<file path="src/rtl/pc_pkg.sv">
// Shared constants and action-select encoding for the program-counter sequencer
// and the instruction decoder that drives it.
package pc_pkg;

  localparam int          PC_AW         = 13;
  localparam int          PC_DEPTH      = 4;
  localparam int unsigned PC_RESET_ADDR = 0;

  typedef enum logic [2:0] {
    ACT_HOLD = 3'd0,
    ACT_INC  = 3'd1,
    ACT_LOAD = 3'd2,
    ACT_CALL = 3'd3,
    ACT_RET  = 3'd4
  } pc_act_e;

  // Fixed priority: call > ret > load > increment; nothing happens while stalled.
  function automatic pc_act_e decode_act(input logic en, input logic call,
                                         input logic ret, input logic load);
    pc_act_e act;
    act = ACT_HOLD;
    if (en) begin
      if (call)      act = ACT_CALL;
      else if (ret)  act = ACT_RET;
      else if (load) act = ACT_LOAD;
      else           act = ACT_INC;
    end
    return act;
  endfunction

endpackage

</file>
<file path="src/rtl/ret_stack.sv">
// Return-address LIFO indexed by an occupancy count; push is dropped when full,
// pop is dropped when empty. Entry storage is not reset.
module ret_stack #(
  parameter int AW    = 13,
  parameter int DEPTH = 4
) (
  input  logic          clock,
  input  logic          rst,
  input  logic          push,
  input  logic          pop,
  input  logic [AW-1:0] push_data,
  output logic [AW-1:0] top,
  output logic          full,
  output logic          empty
);

  localparam int CW = $clog2(DEPTH + 1);
  localparam int IW = (DEPTH > 1) ? $clog2(DEPTH) : 1;

  logic [CW-1:0] count;
  logic [AW-1:0] mem [2**IW];
  logic [IW-1:0] top_idx;

  assign full    = (count == CW'(DEPTH));
  assign empty   = (count == '0);
  assign top_idx = empty ? '0 : IW'(count - CW'(1));
  assign top     = mem[top_idx];

  always_ff @(posedge clock or posedge rst) begin
    if (rst) begin
      count <= '0;
    end else if (push && !full) begin
      count <= count + CW'(1);
    end else if (pop && !empty) begin
      count <= count - CW'(1);
    end
  end

  always_ff @(posedge clock) begin
    if (push && !full) begin
      mem[IW'(count)] <= push_data;
    end
  end

endmodule

</file>
<file path="src/rtl/pc_sequencer.sv">
// Program-counter sequencer: prioritised jump/call/return/increment with stall,
// a hardware return-address stack and a sticky stack-error flag.
module pc_sequencer
  import pc_pkg::*;
#(
  parameter int          AW         = PC_AW,
  parameter int          DEPTH      = PC_DEPTH,
  parameter int unsigned STEP       = 1,
  parameter int unsigned RESET_ADDR = PC_RESET_ADDR
) (
  input  logic          clock,
  input  logic          rst,
  input  logic          en,
  input  logic          load,
  input  logic          call,
  input  logic          ret,
  input  logic [AW-1:0] ir_addr,
  output logic [AW-1:0] pc_addr,
  output logic          stack_full,
  output logic          stack_empty,
  output logic          stack_err
);

  localparam logic [AW-1:0] STEP_V  = AW'(STEP);
  localparam logic [AW-1:0] RESET_V = AW'(RESET_ADDR);

  pc_act_e       act;
  logic [AW-1:0] pc_inc;
  logic [AW-1:0] pc_next;
  logic [AW-1:0] stk_top;
  logic          stk_push;
  logic          stk_pop;
  logic          err_set;

  assign pc_inc = pc_addr + STEP_V;

  always_comb begin
    act      = decode_act(en, call, ret, load);
    pc_next  = pc_addr;
    stk_push = 1'b0;
    stk_pop  = 1'b0;
    err_set  = 1'b0;
    unique case (act)
      ACT_CALL: begin
        pc_next  = ir_addr;
        stk_push = !stack_full;
        err_set  = stack_full;
      end
      ACT_RET: begin
        // An underflowing return degrades to a plain increment.
        pc_next = stack_empty ? pc_inc : stk_top;
        stk_pop = !stack_empty;
        err_set = stack_empty;
      end
      ACT_LOAD: pc_next = ir_addr;
      ACT_INC:  pc_next = pc_inc;
      default:  pc_next = pc_addr;
    endcase
  end

  always_ff @(posedge clock or posedge rst) begin
    if (rst) begin
      pc_addr   <= RESET_V;
      stack_err <= 1'b0;
    end else begin
      pc_addr <= pc_next;
      if (err_set) stack_err <= 1'b1;
    end
  end

  ret_stack #(
    .AW    (AW),
    .DEPTH (DEPTH)
  ) u_ret_stack (
    .clock     (clock),
    .rst       (rst),
    .push      (stk_push),
    .pop       (stk_pop),
    .push_data (pc_inc),
    .top       (stk_top),
    .full      (stack_full),
    .empty     (stack_empty)
  );

endmodule

</file>
<file path="config.mk">
export PLATFORM = sky130hd
export DESIGN_NAME = pc_sequencer
export DESIGN_NICKNAME = d
export VERILOG_FILES = /design/src/rtl/pc_pkg.sv /design/src/rtl/ret_stack.sv /design/src/rtl/pc_sequencer.sv
export SDC_FILE = /design/constraint.sdc
export NUM_CORES = 1
export LEC_CHECK = 0
export ABC_AREA = 1
export CORE_MARGIN = 1
export CORE_UTILIZATION = 44
export CTS_CLUSTER_SIZE = 25
export DETAILED_ROUTE_END_ITERATION = 10
export GPL_ROUTABILITY_DRIVEN = 0
export PLACE_DENSITY = 0.67
export SLEW_MARGIN = 25
export SYNTH_ARGS = -nofsm -noshare
export SYNTH_HDL_FRONTEND = slang
export SYNTH_SLANG_ARGS = --single-unit
</file>
<file path="constraint.sdc">
create_clock -name clock -period 2.42 [get_ports clock]
set_clock_uncertainty 0.1 [all_clocks]
set_input_delay 0.484 -clock clock [delete_from_list [all_inputs] [get_ports clock]]
set_output_delay 0.484 -clock clock [all_outputs]
set_load 0.02 [all_outputs]
</file>
==> flow_summary.yaml <==
global_routing:
  grt_use_total: 0.225
  antenna_found_initial: 0
  grt_max_degree: 31
  grt.overflow.total: 0
  grt_pass1_vias: 2773
  grt_pass1_wl_microns: 14400
outcome:
  status: "completed"
setup_path:
  arrival_ns: 1.74
  path_max_fanout: 5
  critPathLaunchType: "flip-flop"
  r2r_start: "u_ret_stack.count[1]"
  end_kind: "output pin"
  r2r_setup_slack_ns: 0.19
  ff2ff_path_depth: 11
  path_class: "flip-flop to output pin"
  r2r-end: "pc_addr[6]"
  required_ns: 1.84
sta:
  post-route-period-util: 0.959
  period_minus_slack_ns: 2.32
  finalSetupViolations: 0
  tns_ns: 0
  slew_viol_final: 0
  finalHoldViolations: 0
  rsz0062_at_grt: "no"
  fmax_ghz: 0.431
  slew_headroom: 0.683
  worst_pin_slew_ns: 0.476
cts:
  cts.sinks: 69
  clk_latency_ns: 0.35
  cts_made_buffers: 9
  clockBufferDepth: 2
  root_buffer: "clkbuf_8"
  ctsHoldBuffers: 0
  ctsHtreeMaxLevel: 3
  clk_pin_slew_ns: 0.08
  cts_tree: "yes"
power_and_ir_drop:
  p_leak_nw: 1.81
  power_density_mw_per_mm2: 1340
  vdd.ir_drop.worst_mv: 0.715
placement:
  post_dp_cell_area_sq_mm: 0.00412
  io_buffers: 34
  post-dp-hpwl_microns: 6120
routing:
  first_pass_iters: 5
  vias: 2892
  drc_errors: 0
  vias_per_cell: 5.22
  drtAntennaViolNets: 0
  drt_iter0_drc: 263
  drt-total-wl_microns: 8850
  wl_per_cell_microns: 16.0
die:
  coreArea_sq_mm: 0.00785
  ioPinCount: 35
  dieWidth_microns: 92.8
  die_y_microns: 92.8
  start_util: 0.462
  die_area_sq_mm: 0.00861
  num_rows: 32
yosys:
  netlist_area_sq_mm: 0.00362
  synth_nets: 429
  synth_seq_cells: 69
  synth_cell_type_count: 33
  synthCells: 403
  ys_seq_area_frac: 0.548
  synth-warning-count: 0
  syn_avg_cell_area_sq_um: 8.99
finish:
  antennaDiodeCount: 0
  drive_gt1_frac: 0.115
  final_nets: 473
  finish.utilization: 0.553
  stdcell_area_sq_mm: 0.00434
  areaGrowthSynthToFinish_pct: 19.8
worst_hold_path:
  hp-class: "input pin to async pin"
job:
  cap_viol_max_count: 0
-- synthesized netlist by cell type, drive strengths merged --
cell / instances / area [sq um]
inv: 45 / 169
nor2: 62 / 265
nor3b: 1 / 7.51
a21oi: 25 / 144
nand3: 41 / 215
o211ai: 8 / 60.1
xnor2: 2 / 17.5
nand4: 4 / 25.0
or2: 1 / 6.26
o21ai: 17 / 85.1
o221ai: 1 / 8.76
a22o: 1 / 8.76
ha: 7 / 87.6
a22oi: 1 / 7.51
nand2: 95 / 369
nand3b: 4 / 30.0
edfxtp: 52 / 1560
xor2: 4 / 42.6
buf: 11 / 71.3
dfrtp: 17 / 425
clkbuf: 3 / 11.3
and3: 1 / 6.26
-- logic make-up after synthesis --
family,share of synthesized area
DFF,0.548
and+or+nand+nor,0.255
AOI/OAI and AO/OA,0.0866
adders and majority gates,0.0242
buffers and inverters,0.0694
xor gates and xnor gates,0.0166
-- where the power goes --
part,internal (mW),switching (mW),total [mW]
combinational,0.958,1.81,2.77
clock,0.583,0.465,1.05
sequential,1.72,0.275,1.99
-- worst max path at each step --
stage,slack (ns),start,endpoint,cells after the start
after global placement,0.23,en,u_ret_stack.count[2],6
after CTS,0.08,u_ret_stack.count[1],stack_empty,4
after floorplan,0.02,u_ret_stack.count[0],u_ret_stack.mem[2][0],6
final,0.1,u_ret_stack.count[1],stack_empty,4
after detailed placement,0.15,en,pc_addr[9],9
after global routing,0.0006,u_ret_stack.count[1],pc_addr[6],11
-- timing repair --
action                     4_1_cts  5_1_grt
setup endpoints to repair        2        0
buffers inserted                 0        0
gates resized for setup          2        0
-- cell usage in the layout, fill, tap and decap left out, drive strengths merged, types with 2 or more instances in the layout --
| cell type | instances |
|---|---|
| o211ai | 8 |
| buf | 13 |
| nand4 | 4 |
| dlygate4sd2 | 2 |
| xnor2 | 2 |
| o21ai | 17 |
| xor2 | 4 |
| clkdlybuf4s50 | 32 |
| a21oi | 25 |
| clkinv | 2 |
| dfrtp | 17 |
| bufinv | 2 |
| nand3 | 41 |
| clkinvlp | 2 |
| ha | 7 |
| nor2 | 62 |
| edfxtp | 52 |
| clkbuf | 9 |
| nand3b | 4 |
| inv | 46 |
| nand2 | 95 |
-- flip-flops by register name (all words and copies together) (netlist names) --
| register | flops |
|---|---|
| stack_err | 1 |
| u_ret_stack.count | 3 |
| pc_addr | 13 |
| u_ret_stack.mem | 52 |
-- layer usage --
layer / share of wire / vias up / global-route usage
li1: - / 1423 / -
met1: 0.47 / 1360 / 0.310
met5: 0 / - / 0
met2: 0.47 / 96 / 0.354
met3: 0.046 / 13 / 0.0271
met4: 0.018 / 0 / 0.106
-- worst max-delay path: stages (launching register included) --
cell and delay [ns]:
dfrtp_1 0.41, inv_1 0.12, ha_1 0.25, ha_1 0.26, dlygate4sd2_1 0.35
-- cell type report --
| type | count | area [sq um] |
|---|---|---|
| clock buffers | 9 | 124 |
| clock inverters | 7 | 97.6 |
| fillers | 717 | 3510 |
| inverters | 45 | 169 |
| multi-input cells | 275 | 1390 |
| flip-flops and latches | 69 | 1990 |
| well taps | 102 | 128 |
| repair buffers | 47 | 448 |
-- metrics by stage --
stage	hold slack [ns]	total power [mW]	instances	setup WS (ns)
2_1_floorplan	0.310	3.72	403	0.0221
3_3_place_gp	0.356	4.71	538	0.232
3_5_place_dp	0.372	4.76	538	0.146
4_1_cts	0.353	5.79	554	0.0820
5_1_grt	0.401	6.19	554	0.000588
6_report	0.355	5.80	554	0.0986
(Power assumes the default switching activity.)
